`src/rtl/gates_debounce_pkg.sv`:
```
// rtl/gates_debounce_pkg.sv - shared states, counter sizing and parameter limits for the input debouncer
// Optional status counter macro: GATES_DEBOUNCE_STATUS_EN.
package gates_debounce_pkg;

  localparam int MIN_DEBOUNCE_CYCLES = 2;
  localparam int MIN_SYNC_STAGES     = 2;

  typedef enum logic [1:0] {
    S_LO      = 2'b00,
    S_WAIT_HI = 2'b01,
    S_HI      = 2'b10,
    S_WAIT_LO = 2'b11
  } deb_state_e;

  function automatic int cnt_width(input int cycles);
    return ($clog2(cycles) < 1) ? 1 : $clog2(cycles);
  endfunction

endpackage

```
`src/rtl/gates_input_debouncer_channel.sv`:
```
// rtl/gates_input_debouncer_channel.sv - one channel: synchroniser chain, qualification FSM and counter
// Optional status counter macro (used by the top only): GATES_DEBOUNCE_STATUS_EN.
module debounce_channel
  import gates_debounce_pkg::*;
#(
  parameter int DEBOUNCE_CYCLES = 1000,
  parameter int SYNC_STAGES     = 2
) (
  input  logic clk,
  input  logic rst,
  input  logic raw,
  output logic out,
  output logic rise,
  output logic fall,
  output logic glitch,
  output logic in_wait
);

  localparam int            CW       = cnt_width(DEBOUNCE_CYCLES);
  localparam logic [CW-1:0] CNT_LAST = CW'(DEBOUNCE_CYCLES - 1);

  if (DEBOUNCE_CYCLES < MIN_DEBOUNCE_CYCLES || SYNC_STAGES < MIN_SYNC_STAGES) begin : g_bad_params
    $error("debounce_channel: DEBOUNCE_CYCLES and SYNC_STAGES must both be at least 2");
  end

  logic [SYNC_STAGES-1:0] sync_q, sync_d;
  logic                   s;
  deb_state_e             state_q, state_d;
  logic [CW-1:0]          cnt_q, cnt_d;
  logic                   rise_q, rise_d;
  logic                   fall_q, fall_d;

  assign sync_d = {sync_q[SYNC_STAGES-2:0], raw};
  assign s      = sync_q[SYNC_STAGES-1];

  always_comb begin
    state_d = state_q;
    cnt_d   = cnt_q;
    rise_d  = 1'b0;
    fall_d  = 1'b0;
    glitch  = 1'b0;
    case (state_q)
      S_LO: begin
        if (s) begin
          state_d = S_WAIT_HI;
          cnt_d   = CW'(1);
        end
      end
      S_WAIT_HI: begin
        if (!s) begin
          state_d = S_LO;
          cnt_d   = '0;
          glitch  = 1'b1;
        end else if (cnt_q == CNT_LAST) begin
          state_d = S_HI;
          cnt_d   = '0;
          rise_d  = 1'b1;
        end else begin
          cnt_d = cnt_q + CW'(1);
        end
      end
      S_HI: begin
        if (!s) begin
          state_d = S_WAIT_LO;
          cnt_d   = CW'(1);
        end
      end
      S_WAIT_LO: begin
        if (s) begin
          state_d = S_HI;
          cnt_d   = '0;
          glitch  = 1'b1;
        end else if (cnt_q == CNT_LAST) begin
          state_d = S_LO;
          cnt_d   = '0;
          fall_d  = 1'b1;
        end else begin
          cnt_d = cnt_q + CW'(1);
        end
      end
      default: begin
        state_d = S_LO;
        cnt_d   = '0;
      end
    endcase
  end

  always_ff @(posedge clk or posedge rst) begin
    if (rst) begin
      sync_q  <= '0;
      state_q <= S_LO;
      cnt_q   <= '0;
      rise_q  <= 1'b0;
      fall_q  <= 1'b0;
    end else begin
      sync_q  <= sync_d;
      state_q <= state_d;
      cnt_q   <= cnt_d;
      rise_q  <= rise_d;
      fall_q  <= fall_d;
    end
  end

  // The level follows the state register directly, so it flips on the same edge as the pulse.
  assign out     = (state_q == S_HI) || (state_q == S_WAIT_LO);
  assign in_wait = (state_q == S_WAIT_HI) || (state_q == S_WAIT_LO);
  assign rise    = rise_q;
  assign fall    = fall_q;

endmodule

```
`src/rtl/gates_input_debouncer.sv`:
```
// rtl/gates_input_debouncer.sv - two-channel switch debouncer feeding the logic-gate block
// GATES_DEBOUNCE_STATUS_EN adds the saturating glitch_cnt status output.
module gates_input_debouncer
  import gates_debounce_pkg::*;
#(
  parameter int DEBOUNCE_CYCLES = 1000,
  parameter int SYNC_STAGES     = 2
) (
  input  logic       clk,
  input  logic       rst,
  input  logic       sw_a_raw,
  input  logic       sw_b_raw,
  output logic       a,
  output logic       b,
  output logic       a_rise,
  output logic       a_fall,
  output logic       b_rise,
  output logic       b_fall,
  output logic       stable
`ifdef GATES_DEBOUNCE_STATUS_EN
  ,
  output logic [7:0] glitch_cnt
`endif
);

  logic glitch_a, glitch_b;
  logic wait_a, wait_b;

  debounce_channel #(
    .DEBOUNCE_CYCLES(DEBOUNCE_CYCLES),
    .SYNC_STAGES    (SYNC_STAGES)
  ) u_chan_a (
    .clk    (clk),
    .rst    (rst),
    .raw    (sw_a_raw),
    .out    (a),
    .rise   (a_rise),
    .fall   (a_fall),
    .glitch (glitch_a),
    .in_wait(wait_a)
  );

  debounce_channel #(
    .DEBOUNCE_CYCLES(DEBOUNCE_CYCLES),
    .SYNC_STAGES    (SYNC_STAGES)
  ) u_chan_b (
    .clk    (clk),
    .rst    (rst),
    .raw    (sw_b_raw),
    .out    (b),
    .rise   (b_rise),
    .fall   (b_fall),
    .glitch (glitch_b),
    .in_wait(wait_b)
  );

  assign stable = !wait_a && !wait_b;

`ifdef GATES_DEBOUNCE_STATUS_EN
  logic [7:0] glitch_cnt_q, glitch_cnt_d;
  logic [8:0] glitch_sum;

  // Both channels may abort together, so the step is 0, 1 or 2 before saturating.
  always_comb begin
    glitch_sum   = {1'b0, glitch_cnt_q} + 9'(glitch_a) + 9'(glitch_b);
    glitch_cnt_d = glitch_sum[8] ? 8'hFF : glitch_sum[7:0];
  end

  always_ff @(posedge clk or posedge rst) begin
    if (rst) begin
      glitch_cnt_q <= 8'h00;
    end else begin
      glitch_cnt_q <= glitch_cnt_d;
    end
  end

  assign glitch_cnt = glitch_cnt_q;
`else
  logic unused_glitch;
  assign unused_glitch = glitch_a ^ glitch_b;
`endif

endmodule

```
`config.mk`:
```
export PLATFORM = sky130hd
export DESIGN_NAME = gates_input_debouncer
export DESIGN_NICKNAME = d
export VERILOG_FILES = /design/src/rtl/gates_debounce_pkg.sv /design/src/rtl/gates_input_debouncer_channel.sv /design/src/rtl/gates_input_debouncer.sv
export SDC_FILE = /design/constraint.sdc
export NUM_CORES = 1
export LEC_CHECK = 0
export CAP_MARGIN = 20
export CORE_AREA = 2 2 58 60
export CTS_CLUSTER_DIAMETER = 30
export DETAILED_ROUTE_END_ITERATION = 8
export DIE_AREA = 0 0 60 62
export PLACE_DENSITY = 0.85
export SYNTH_ARGS = -nofsm -noshare
export SYNTH_HDL_FRONTEND = slang
export SYNTH_HIERARCHICAL = 1
export SYNTH_SLANG_ARGS = --single-unit
```
`constraint.sdc`:
```
create_clock -name clk -period 4.29 [get_ports clk]
set_input_delay 1.0725 -clock clk [delete_from_list [all_inputs] [get_ports clk]]
set_output_delay 1.0725 -clock clk [all_outputs]
set_load 0.1 [all_outputs]
```
==> flow_summary.ini <==
[critical_path]
worstPathRequired_ps = 3220
r2r.worst_path.cells = 5
cp_max_fo = 9
path_class = reg -> out
cp.arrival_ps = 2110
r2r_setup_slack_ps = 2320
startpoint_type = register
crit_path_end_kind = primary output

[drt]
wl_per_cell_um = 14.8
drcViolationCount = 0
final_antenna_net_count = 0
drtIter0Drc = 149
viasPerCell = 5.86
drt_wl_total_um = 3150
vias = 1248
firstDrtPassIters = 4

[floorplanning]
row_count = 21
ios = 11
die_x_um = 60
die_y_um = 62
die_area_um2 = 3720
coreArea_um2 = 3180
start_util = 0.508

[clocking]
holdBufCountCts = 0
cts_made_buffers = 5
cts_max_path_buffers = 2
clk_latency_ps = 350
cts_resized = 0
cts.root.buffer_cell = clkbuf_4
cts.clk_slew.worst_paths_ps = 110
cts_tree = yes
clkSinkCount = 32
cts_setup_buffers = 0
cts-htree-levels = 2

[hold_path]
hp-class = reg -> reg
holdPathStages = 0

[final_layout]
stdcell_area_um2 = 1830
syn2layout_area_growth_pct = 13.3
nets = 172
diodes = 0
layout-drive-gt1-share = 0.108

[sta]
fin_crit_ps = 3190
period_share = 0.743
worst_slew_margin_rel = 0.346
setup-violations-final = 0
rsz0062_at_grt = false
final-hold-violation-count = 0
maxSlewViolCount = 0
setup_tns_ps = 0
hold-worst-slack_ps = 368
tightest_slew_ps = 978
fmax_mhz = 314
fin_skew_ps = 9.18

[logic_synthesis]
synth_area_um2 = 1620
synth.avg_cell_area_um2 = 10.4
synth_warnings = 6
syn-num-nets = 161
syn_inst = 155

[global_routing]
grt_overflow = 0
grt_max_degree = 17
grt_util_all_layers = 0.199
grt_pass1_wl_um = 5440
grt_pass1_vias = 1181
antenna_found_initial = 0

[place]
portBuffers = 10
gp_congestion = 0.921
place_area_um2 = 1750
place_hpwl_um = 2210

[power]
power.density_nw_per_um2 = 327
power_leakage_uw = 0.000790
peakVddDrop_v = 0.000252

[run]
max_cap_viol_count = 0

[status]
status = finished clean
==> worst max-delay path: stages (launching register included) <==
cell	delay (ps)
dfrtp_1	480
nor2_1	140
clkdlybuf4s50_1	1140
==> final cells by class <==
class	count	area, um2
well taps	46	57.6
clock buffers	5	37.5
repair buffers	10	100
fillers	247	1350
inverters	4	15.0
clock inverters	3	42.5
flip-flops and latches	32	801
multi-input cells	113	777
==> routing by layer <==
layer / global-route usage / share of wire
met5: 0 / 0
met4: 0.0921 / 0.013
met3: 0.0497 / 0.035
met2: 0.326 / 0.52
met1: 0.250 / 0.43
==> worst paths after layout <==
| path | from | end |
|---|---|---|
| min in group asynchronous | rst | u_chan_a/sync_q[0] |
| worst max-delay path | u_chan_b/state_q[0] | stable |
| max in group asynchronous | rst | u_chan_b/cnt_q[9] |
| worst min-delay path | u_chan_a/sync_q[0] | u_chan_a/sync_q[1] |
| worst max register to register | u_chan_b/cnt_q[0] | u_chan_b/cnt_q[1] |
| worst min register to register | u_chan_a/sync_q[0] | u_chan_a/sync_q[1] |
==> flip-flops by register name, summed over array words and instances, names as in the netlist, named ones only <==
| signal | count |
|---|---|
| u_chan_a/state_q | 1 |
| u_chan_a/sync_q | 2 |
| u_chan_b/fall | 1 |
| u_chan_b/sync_q | 2 |
| u_chan_b/cnt_q | 10 |
| u_chan_a/cnt_q | 10 |
| u_chan_a/fall | 1 |
| u_chan_b/state_q | 1 |
| u_chan_a/rise | 1 |
| u_chan_b/rise | 1 |
==> power by group <==
group          internal [uW]  total (uW)  leakage (uW)  switching (uW)
Clock                    121         234     0.0000412             112
Sequential               311         322      0.000426            11.3
Combinational           16.3        42.6      0.000323            26.4
Total                    448         598      0.000790             150
==> layout by cell type (no fill, tap or decap) <==
cell type / instances
clkbuf_4: 5
inv_1: 4
nor3b_1: 4
o31ai_1: 2
a21o_1: 4
a22o_1: 8
xnor2_1: 4
nor4_1: 2
a31o_1: 2
mux2_2: 2
nand4_1: 6
o2bb2ai_1: 2
or4_4: 2
bufinv_16: 1
nand3_1: 8
a211oi_1: 4
or4_1: 4
nor4_2: 2
a31oi_1: 2
xor2_1: 4
clkinvlp_4: 1
ha_1: 2
nor2_1: 13
and2_1: 2
a21oi_1: 2
o21ai_0: 6
clkdlybuf4s50_1: 10
xor2_2: 2
nand2_1: 14
clkinv_2: 1
and4_1: 2
nand4_2: 2
dfrtp_1: 32
o21a_1: 2
nand2b_1: 2
or3_1: 2
==> per-stage QoR <==
stage / std cells / worst slack (ps) / total power, uW / utilization
2_1_floorplan: 155 / 1360 / 358 / -
3_3_place_gp: 205 / 1510 / 368 / 0.551
3_5_place_dp: 205 / 1500 / 370 / 0.551
4_1_cts: 213 / 1100 / 602 / 0.576
5_1_grt: 213 / 1030 / 622 / 0.576
6_report: 213 / 1100 / 598 / 0.576
Note: power is estimated with default switching activity, not from simulation.
